`src/rtl/riscv_defines.sv`:
```
// Shared DIFT type definitions used by the tag check unit.
//   dift_tag_t        : tag attached to an instruction word or operand
//   dift_opclass_t    : coarse operation class of the instruction in EX
//   dift_checkpol_t   : check policy register, bit layout matches tcr_i
//   dift_checkcause_t : violation cause codes reported to the controller
package riscv_defines;

    localparam int DIFT_TAG_W = 4;

    typedef logic [DIFT_TAG_W-1:0] dift_tag_t;

    typedef enum logic [2:0] {
        DIFT_OP_OTHER  = 3'd0,
        DIFT_OP_ALU    = 3'd1,
        DIFT_OP_JUMP   = 3'd2,
        DIFT_OP_BRANCH = 3'd3,
        DIFT_OP_LOAD   = 3'd4,
        DIFT_OP_STORE  = 3'd5
    } dift_opclass_t;

    // Declared MSB first so the struct lines up with tcr_i[7:0].
    typedef struct packed {
        logic enable;      // [7]
        logic trap_en;     // [6]
        logic reserved;    // [5]
        logic exec;        // [4]
        logic load_addr;   // [3]
        logic store_addr;  // [2]
        logic branch;      // [1]
        logic jump;        // [0]
    } dift_checkpol_t;

    typedef enum logic [2:0] {
        DIFT_CAUSE_NONE       = 3'd0,
        DIFT_CAUSE_EXEC       = 3'd1,
        DIFT_CAUSE_JUMP       = 3'd2,
        DIFT_CAUSE_BRANCH     = 3'd3,
        DIFT_CAUSE_STORE_ADDR = 3'd4,
        DIFT_CAUSE_LOAD_ADDR  = 3'd5
    } dift_checkcause_t;

    typedef enum logic {
        DIFT_CHK_IDLE    = 1'b0,
        DIFT_CHK_PENDING = 1'b1
    } dift_chk_state_t;

    function automatic logic dift_tagged(input dift_tag_t t);
        return |t;
    endfunction

endpackage

```
`src/rtl/dift_check_eval.sv`:
```
// Combinational policy evaluation for the instruction in EX.
//   valid_i          : instruction valid and retiring
//   opclass_i        : operation class
//   instr_tag_i      : tag of the instruction word
//   operand_a_tag_i  : tag of operand A (jump target / address base)
//   operand_b_tag_i  : tag of operand B
//   pol_i            : check policy
//   violation_o      : some enabled check fired
//   cause_o          : prioritised cause (NONE when no violation)
module dift_check_eval
    import riscv_defines::*;
(
    input  logic             valid_i,
    input  dift_opclass_t    opclass_i,
    input  dift_tag_t        instr_tag_i,
    input  dift_tag_t        operand_a_tag_i,
    input  dift_tag_t        operand_b_tag_i,
    input  dift_checkpol_t   pol_i,
    output logic             violation_o,
    output dift_checkcause_t cause_o
);

    logic active;
    logic hit_exec, hit_jump, hit_branch, hit_store, hit_load;

    // trap_en only matters to the FSM; reserved has no meaning yet.
    logic unused_pol;
    assign unused_pol = pol_i.trap_en ^ pol_i.reserved;

    assign active     = valid_i & pol_i.enable;
    assign hit_exec   = pol_i.exec & dift_tagged(instr_tag_i);
    assign hit_jump   = (opclass_i == DIFT_OP_JUMP) & pol_i.jump
                        & dift_tagged(operand_a_tag_i);
    assign hit_branch = (opclass_i == DIFT_OP_BRANCH) & pol_i.branch
                        & (dift_tagged(operand_a_tag_i) | dift_tagged(operand_b_tag_i));
    assign hit_store  = (opclass_i == DIFT_OP_STORE) & pol_i.store_addr
                        & dift_tagged(operand_a_tag_i);
    assign hit_load   = (opclass_i == DIFT_OP_LOAD) & pol_i.load_addr
                        & dift_tagged(operand_a_tag_i);

    assign violation_o = active & (hit_exec | hit_jump | hit_branch | hit_store | hit_load);

    // EXEC wins; the opclass-specific checks are mutually exclusive.
    always_comb begin
        cause_o = DIFT_CAUSE_NONE;
        if (active) begin
            if (hit_exec)        cause_o = DIFT_CAUSE_EXEC;
            else if (hit_jump)   cause_o = DIFT_CAUSE_JUMP;
            else if (hit_branch) cause_o = DIFT_CAUSE_BRANCH;
            else if (hit_store)  cause_o = DIFT_CAUSE_STORE_ADDR;
            else if (hit_load)   cause_o = DIFT_CAUSE_LOAD_ADDR;
        end
    end

endmodule

```
`src/rtl/dift_tag_check.sv`:
```
// DIFT tag check unit: enforces the check policy on the EX instruction,
// captures the offending cause/PC/tags and raises a held exception request.
//   clk, rst         : core clock, synchronous active-high reset
//   valid_i          : EX instruction valid and retiring
//   opclass_i, pc_i  : operation class and PC of the EX instruction
//   *_tag_i          : instruction and operand tags
//   tcr_i            : check policy
//   exc_ack_i        : controller took the pending exception
//   clear_i          : clear violation counter and overflow flag
//   exc_req_o        : exception request, held until acknowledged
//   exc_cause_o, exc_pc_o, exc_tags_o : captured violation ([0]=instr, [1]=a, [2]=b)
//   viol_cnt_o       : saturating violation count
//   overflow_o       : sticky, a violation was dropped while one was pending
module dift_tag_check
    import riscv_defines::*;
#(
    parameter int CNT_WIDTH = 16
) (
    input  logic                 clk,
    input  logic                 rst,
    input  logic                 valid_i,
    input  dift_opclass_t        opclass_i,
    input  logic [31:0]          pc_i,
    input  dift_tag_t            instr_tag_i,
    input  dift_tag_t            operand_a_tag_i,
    input  dift_tag_t            operand_b_tag_i,
    input  dift_checkpol_t       tcr_i,
    input  logic                 exc_ack_i,
    input  logic                 clear_i,
    output logic                 exc_req_o,
    output dift_checkcause_t     exc_cause_o,
    output logic [31:0]          exc_pc_o,
    output dift_tag_t [2:0]      exc_tags_o,
    output logic [CNT_WIDTH-1:0] viol_cnt_o,
    output logic                 overflow_o
);

    logic             violation;
    dift_checkcause_t cause;

    dift_check_eval u_eval (
        .valid_i         (valid_i),
        .opclass_i       (opclass_i),
        .instr_tag_i     (instr_tag_i),
        .operand_a_tag_i (operand_a_tag_i),
        .operand_b_tag_i (operand_b_tag_i),
        .pol_i           (tcr_i),
        .violation_o     (violation),
        .cause_o         (cause)
    );

    dift_chk_state_t state_q, state_d;
    logic            capture;
    logic            ovf_set;

    always_comb begin
        state_d = state_q;
        capture = 1'b0;
        ovf_set = 1'b0;
        case (state_q)
            DIFT_CHK_IDLE: begin
                if (violation) begin
                    capture = 1'b1;
                    // Log-only mode records the violation but never traps.
                    if (tcr_i.trap_en) state_d = DIFT_CHK_PENDING;
                end
            end
            DIFT_CHK_PENDING: begin
                if (exc_ack_i) begin
                    // A violation in the ack cycle becomes the next pending one.
                    if (violation) capture = 1'b1;
                    else           state_d = DIFT_CHK_IDLE;
                end else if (violation) begin
                    ovf_set = 1'b1;
                end
            end
            default: state_d = DIFT_CHK_IDLE;
        endcase
    end

    always_ff @(posedge clk) begin
        if (rst) state_q <= DIFT_CHK_IDLE;
        else     state_q <= state_d;
    end

    assign exc_req_o = (state_q == DIFT_CHK_PENDING);

    always_ff @(posedge clk) begin
        if (rst) begin
            exc_cause_o <= DIFT_CAUSE_NONE;
            exc_pc_o    <= '0;
            exc_tags_o  <= '0;
        end else if (capture) begin
            exc_cause_o <= cause;
            exc_pc_o    <= pc_i;
            exc_tags_o  <= {operand_b_tag_i, operand_a_tag_i, instr_tag_i};
        end
    end

    // Clear applies first, so a violation in the clear cycle still counts.
    logic [CNT_WIDTH-1:0] cnt_base;
    assign cnt_base = clear_i ? '0 : viol_cnt_o;

    always_ff @(posedge clk) begin
        if (rst) begin
            viol_cnt_o <= '0;
            overflow_o <= 1'b0;
        end else begin
            if (violation && (cnt_base != {CNT_WIDTH{1'b1}}))
                viol_cnt_o <= cnt_base + 1'b1;
            else
                viol_cnt_o <= cnt_base;
            overflow_o <= ovf_set | (overflow_o & ~clear_i);
        end
    end

endmodule

```
`config.mk`:
```
export PLATFORM = sky130hd
export DESIGN_NAME = dift_tag_check
export DESIGN_NICKNAME = d
export VERILOG_FILES = /design/src/rtl/riscv_defines.sv /design/src/rtl/dift_check_eval.sv /design/src/rtl/dift_tag_check.sv
export SDC_FILE = /design/constraint.sdc
export NUM_CORES = 1
export LEC_CHECK = 0
export CAP_MARGIN = 5
export CELL_PAD_IN_SITES_DETAIL_PLACEMENT = 0
export CELL_PAD_IN_SITES_GLOBAL_PLACEMENT = 1
export CORE_MARGIN = 5
export CORE_UTILIZATION = 26
export DETAILED_ROUTE_END_ITERATION = 10
export GPL_TIMING_DRIVEN = 0
export PLACE_DENSITY_LB_ADDON = 0.25
export SETUP_SLACK_MARGIN = 0.3
export SYNTH_ARGS = -nofsm -noshare
export SYNTH_HDL_FRONTEND = slang
export SYNTH_HIERARCHICAL = 1
export SYNTH_SLANG_ARGS = --single-unit
```
`constraint.sdc`:
```
create_clock -name clk -period 2.11 [get_ports clk]
set_clock_uncertainty 0.05 [all_clocks]
set_input_delay 0.422 -clock clk [delete_from_list [all_inputs] [get_ports clk]]
set_output_delay 0.422 -clock clk [all_outputs]
set_load 0.005 [all_outputs]
```
==> impl_metrics.toml, run 1 <==
[clocking]
clock_latency_ns = 0.34
clk_path_buf_depth = 2
cts-root-buf = "clkbuf_8"
numClockSinks = 65
cts_tree = "yes"
clk_pin_slew_worst_paths_ns = 0.08
cts_buffers = 9
htree_levels = 3

[worst_setup_path]
worstSetupPathType = "primary input to flip-flop"
cp_max_fo = 7
required_ns = 2.30
start_kind = "primary input"
critPathCaptureType = "flip-flop"
worstPathArrival_ns = 2.29

[timing]
rsz0062_at_grt = "yes"
setup_viol = 0
clock.fmax_mhz = 474
period_minus_slack_ns = 2.11
timing.hold.ws_ns = 0.267
tightestPinTransition_ns = 0.517
slew_headroom = 0.652
finalHoldViolCount = 0
fin_crit_sh = 0.999
finalMaxSlewViolations = 0

[logic_synthesis]
synth_nets = 398
yosysWarnings = 6
ys_types = 48
syn_inst = 338
synth_flop_cell = "dfxtp_1"
synth_edf_count = 0
yosysSeqAreaShare = 0.472
synth_seq_cells = 65
netlist_area_sq_um = 2760
ys_async_sr_fraction = 0
syn_area_per_cell_sq_um = 8.15

[detailed_routing]
ant_nets = 0
wl_per_cell_um = 15.2
drc = 0
vias_per_cell = 4.64
via_count = 2995
first_iter_violations = 87
drt_first_pass_iters = 4
routed_wl_mm = 9.79

[layout]
stdcell_count = 646
drive_gt1_frac = 0.257
nNetsFinal = 565
diodes = 0
syn_to_final_growth_pct = 80.3

[floorplanning]
die_w_um = 113
pin_count = 125
dieArea_sq_um = 12800
chipHeight_um = 113
start_util = 0.267
rows = 37
coreArea_sq_um = 10300

[power]
pwr-share-seq = 0.472
clkPwrFrac = 0.375
power_density_nw_per_um2 = 546
ir_drop_mv = 0.242
p_leak_nw = 1.88
internal-power_mw = 2.06
p_sw_mw = 0.651
sw_frac_of_total = 0.240
combPwrFrac = 0.153

[global_routing]
antenna_found_initial = 0
grt_max_degree = 11
grt_pass1_wl_mm = 15.0
grt_util_all_layers = 0.146
grt_pass1_vias = 2974
overflow = 0

[run]
cap_violations = 0

[place]
placed_cells = 597
dp_hpwl_mm = 6.65
port_buffers = 123
place_congestion = 0.805

[worst_hold_path]
hold_class = "primary input to flip-flop"

[status]
outcome = "finished, final reports clean"
-- layout by cell type (no fill, tap or decap), types with 5 or more instances in the layout --
master and count:
nor4_4 5, dfxtp_1 57, clkbuf_8 14, a21oi_1 54
buf_6 31, nand3_1 8, clkdlybuf4s50_1 100, dfxtp_2 7
clkbuf_2 6, dlygate4sd2_1 7, buf_4 16, buf_2 5
nand2_1 100
-- power by group through the flow --
stage | clock network (mW) | registers, mW | logic (mW)
after floorplan | 0 | 1.31 | 0.128
after global placement | 0 | 1.31 | 0.361
after detailed placement | 0 | 1.31 | 0.364
after CTS | 1.06 | 1.28 | 0.401
after global routing | 1.10 | 1.29 | 0.451
final | 1.02 | 1.28 | 0.415
-- cell usage after synthesis (2+ instances only) --
cell type	count	area [sq um]
dfxtp_1	65	1300
a31oi_1	3	18.8
mux2_1	2	22.5
buf_1	6	22.5
a211oi_1	3	22.5
nor3_1	3	15.0
and4_1	2	17.5
o21ai_0	4	20.0
nor2b_1	4	25.0
nand4_1	3	18.8
nor2_1	7	26.3
a21oi_1	59	295
clkbuf_1	9	33.8
a21o_1	2	15.0
and3_1	4	25.0
nor4bb_1	2	20.0
or3_1	4	25.0
mux2i_1	4	40.0
nor4_1	5	31.3
buf_4	2	15.0
buf_2	2	10.0
nand2b_4	2	27.5
nand2_1	104	390
nand3_1	8	40.0
inv_1	3	11.3
nand2b_1	3	18.8
or4_4	2	22.5
-- cells by family after synthesis --
group                  after synthesis  share of synthesized area
AND/OR/NAND/NOR                    164                      0.301
AO/OA/AOI/OAI                       79                      0.162
flip-flops                          65                      0.472
multiplexers                         7                     0.0268
buffers and inverters               23                     0.0377
-- metal layers --
metal / share of wire / GRT usage / vias up
met5: 0 / 0 / -
met4: 0.028 / 0.0665 / 0
met3: 0.060 / 0.0348 / 20
met2: 0.47 / 0.236 / 94
met1: 0.44 / 0.185 / 1376
li1: - / - / 1505
-- worst paths after layout --
kind,start,end,slack [ns],cells after the start
max,tcr_i[1],viol_cnt_o[9],0.002,9
min,operand_a_tag_i[1],exc_tags_o[5],0.27,3
max reg2reg,viol_cnt_o[12],viol_cnt_o[9],0.18,4
min reg2reg,exc_tags_o[7],exc_tags_o[7],0.40,2
-- repair_timing --
action | 4_1_cts | 5_1_grt
endpoints found under the setup margin | 69 | 70
buffers inserted | 25 | 7
resized for setup | 88 | 61
cloned | 1 | 0
pin swaps | 16 | 20
hold buffers | 0 | 0
-- stage by stage --
stage	setup WS, ns	setup TNS [ns]	utilization	area, sq um	power, mW
global placement	-0.815	-33.81	0.412	4250	1.67
CTS	0.0350	0	0.457	4720	2.74
detailed placement	-0.807	-34.57	0.412	4250	1.68
global route	-0.0916	-0.173	0.481	4970	2.84
finish	0.00154	0	0.481	4970	2.71
floorplan	-0.125	-0.160	-	2850	1.44
-- worst max-delay path: stages --
cell and delay (ns):
clkdlybuf4s15_1 0.17, and4b_1 0.23, a22oi_2 0.10, a31oi_1 0.22
buf_4 0.18, nand4_1 0.17, nor4_4 0.35, nand3_1 0.15
mux2_4 0.31
-- area by class of cell --
type                            count  area [sq um]
Fill cell                        1028          5360
Multi-Input combinational cell    250          1590
Timing Repair Buffer              156          1520
Sequential cell                    65          1310
Clock buffer                       14           183
Buffer                             20           176
Tap cell                          136           170
Inverter                            3          11.3
Clock inverter                      2          10.0
-- sequential cells by signal (all words and copies together), names as in the netlist --
name	cells
exc_pc_o	32
exc_tags_o	12
overflow_o	1
exc_cause_o	3
viol_cnt_o	16
exc_req_o	1
Note: power is estimated with default switching activity, not from simulation.
==> inputs of run 2 (changes only) <==
Settings changed: CORE_MARGIN 5 to 1, SETUP_SLACK_MARGIN 0.3 to unset.
==> run 2 against run 1 <==
Effect of this change:
- critical path type unchanged
- highest routed layer unchanged
- sequential power about the same
- die area is 14% lower
- setup slack got worse by 0.043 ns
- the run now ends with negative setup slack left
- wire length fell by 11%
- total power shrank 2.8%
- fmax decreased by 2.0%
- non-clock buffer count is 17 lower
- hold slack better by 0.021 ns
==> impl_metrics.toml, run 2 (synthesis gave the netlist of run 1 again) <==
[status]
outcome = "finished, violations left"
violations = "negative setup slack"

[floorplanning]
rows = 37
coreArea_sq_um = 10300
dieArea_sq_um = 11000
pin_count = 125
die_w_um = 105
chipHeight_um = 105
start_util = 0.268

[worst_setup_path]
start_kind = "primary input"
ff2ff_setup_slack_ns = 0.35
required_ns = 2.28
worstSetupPathType = "primary input to flip-flop"
crit_chain = "buf_6, or4_4, a22oi_2, a31oi_4, buf_6, and4_1, buf_6, nand2_4, nor3_2, mux2_1"
critPathCaptureType = "flip-flop"
crit_path_max_incr_delay_ns = 0.54
crit_top_cell = "buf_6"
cp_max_fo = 5
slowest_stage = "or4_4"
worstPathArrival_ns = 2.32

[global_routing]
grt_util_all_layers = 0.162
met3_usage = 0.0368
antenna_found_initial = 0
grt.busiest_layer = "met2"
grt_pass1_vias = 2787
grtUsageMet1 = 0.212
grtUsageMet2 = 0.261
grt_pass1_wl_mm = 14.1
overflow = 0
grt_max_degree = 12

[timing]
finalHoldViolCount = 0
setup_viol = 2
fin_tns_setup_ns = -0.0554
timing.final.ws_setup_ns = -0.0415
rsz0062_at_grt = "yes"
tightestPinTransition_ns = 0.520
slew_headroom = 0.653
period_minus_slack_ns = 2.15
clock.fmax_mhz = 465
fin_crit_sh = 1.02
finalMaxSlewViolations = 0
timing.hold.ws_ns = 0.288

[clocking]
numClockSinks = 65
clk_path_buf_depth = 2
cts_hold_buffers = 0
clk_pin_slew_worst_paths_ns = 0.08
clock_latency_ns = 0.33
cts_tree = "yes"
htree_levels = 3
cts_buffers = 9
cts-root-buf = "clkbuf_8"

[place]
place_congestion = 0.850
port_buffers = 123
dp_hpwl_mm = 6.18

[layout]
register_area_sq_um = 1300
multi_input_area_sq_um = 1460
final_cell_mix = "nand2_1 (101), clkdlybuf4s50_1 (101), dfxtp_1 (65), a21oi_1 (57), buf_4 (18)"
diodes = 0
drive_gt1_frac = 0.166
syn_to_final_growth_pct = 67.4
fillers = 1054
largest_reg_flops = 32
regMostFlops = "exc_pc_o"
nNetsFinal = 548
largestRegisters = "exc_pc_o: 32 flops, viol_cnt_o: 16 flops, exc_tags_o: 12 flops"

[detailed_routing]
routed_wl_mm = 8.67
first_iter_violations = 105
ant_nets = 0
vias_per_cell = 4.56
drc = 0
drt_first_pass_iters = 4
via_count = 2866
wl_per_cell_um = 13.8

[run]
cap_violations = 0

[power]
power_density_nw_per_um2 = 572
p_leak_nw = 1.70
ir_drop_mv = 0.260
p_total_mw = 2.64

[worst_hold_path]
hold_class = "primary input to flip-flop"
==> run 2: metal layers <==
metal	vias up	share of wire
met5	-	0
met4	0	0.012
li1	1468	-
met2	78	0.47
met3	9	0.052
met1	1311	0.47
==> run 2: final timing paths <==
path | startpoint | endpoint | depth (start not counted)
worst min register to register | exc_tags_o[9] | exc_tags_o[9] | 2
worst min-delay path | operand_a_tag_i[0] | exc_tags_o[4] | 3
worst max-delay path | operand_a_tag_i[1] | viol_cnt_o[13] | 10
worst max register to register | viol_cnt_o[13] | viol_cnt_o[9] | 4
==> run 2: final cells by class <==
type,count,share of cell area
plain buffers,20,0.0334
clock buffers,12,0.0336
clock inverters,4,0.00597
inverters,3,0.00244
multi-input cells,250,0.317
flip-flops and latches,65,0.282
well taps,136,0.0369
repair buffers,139,0.288
==> run 2: power breakdown <==
part | total [mW] | internal [mW] | switching, mW | leakage (nW)
registers | 1.28 | 1.26 | 0.0197 | 0.527
logic | 0.376 | 0.221 | 0.156 | 1.09
clock network | 0.977 | 0.489 | 0.488 | 0.0846
total | 2.64 | 1.97 | 0.663 | 1.70
==> run 2: what timing repair did <==
action | 4_1_cts | 5_1_grt
setup endpoints to repair | 62 | 55
buffers inserted | 14 | 1
gates cloned | 1 | 0
gates resized for setup | 65 | 41
pin swaps | 11 | 8
==> run 2: worst max-delay path: cells and delay by family <==
kind,cells,cell delay [ns]
AOI/OAI and AO/OA,2,0.38
buffers and inverters,3,0.37
muxes,1,0.30
and+or+nand+nor,4,0.84
==> run 2: stage by stage <==
stage	utilization	instances	setup slack, ns	instance area, sq um
after floorplan	-	338	-0.125	2790
after global placement	0.408	597	-0.890	4200
after detailed placement	0.408	597	-0.925	4200
after CTS	0.441	628	-0.0345	4530
after global routing	0.449	629	-0.0870	4610
final	0.449	629	-0.0415	4610
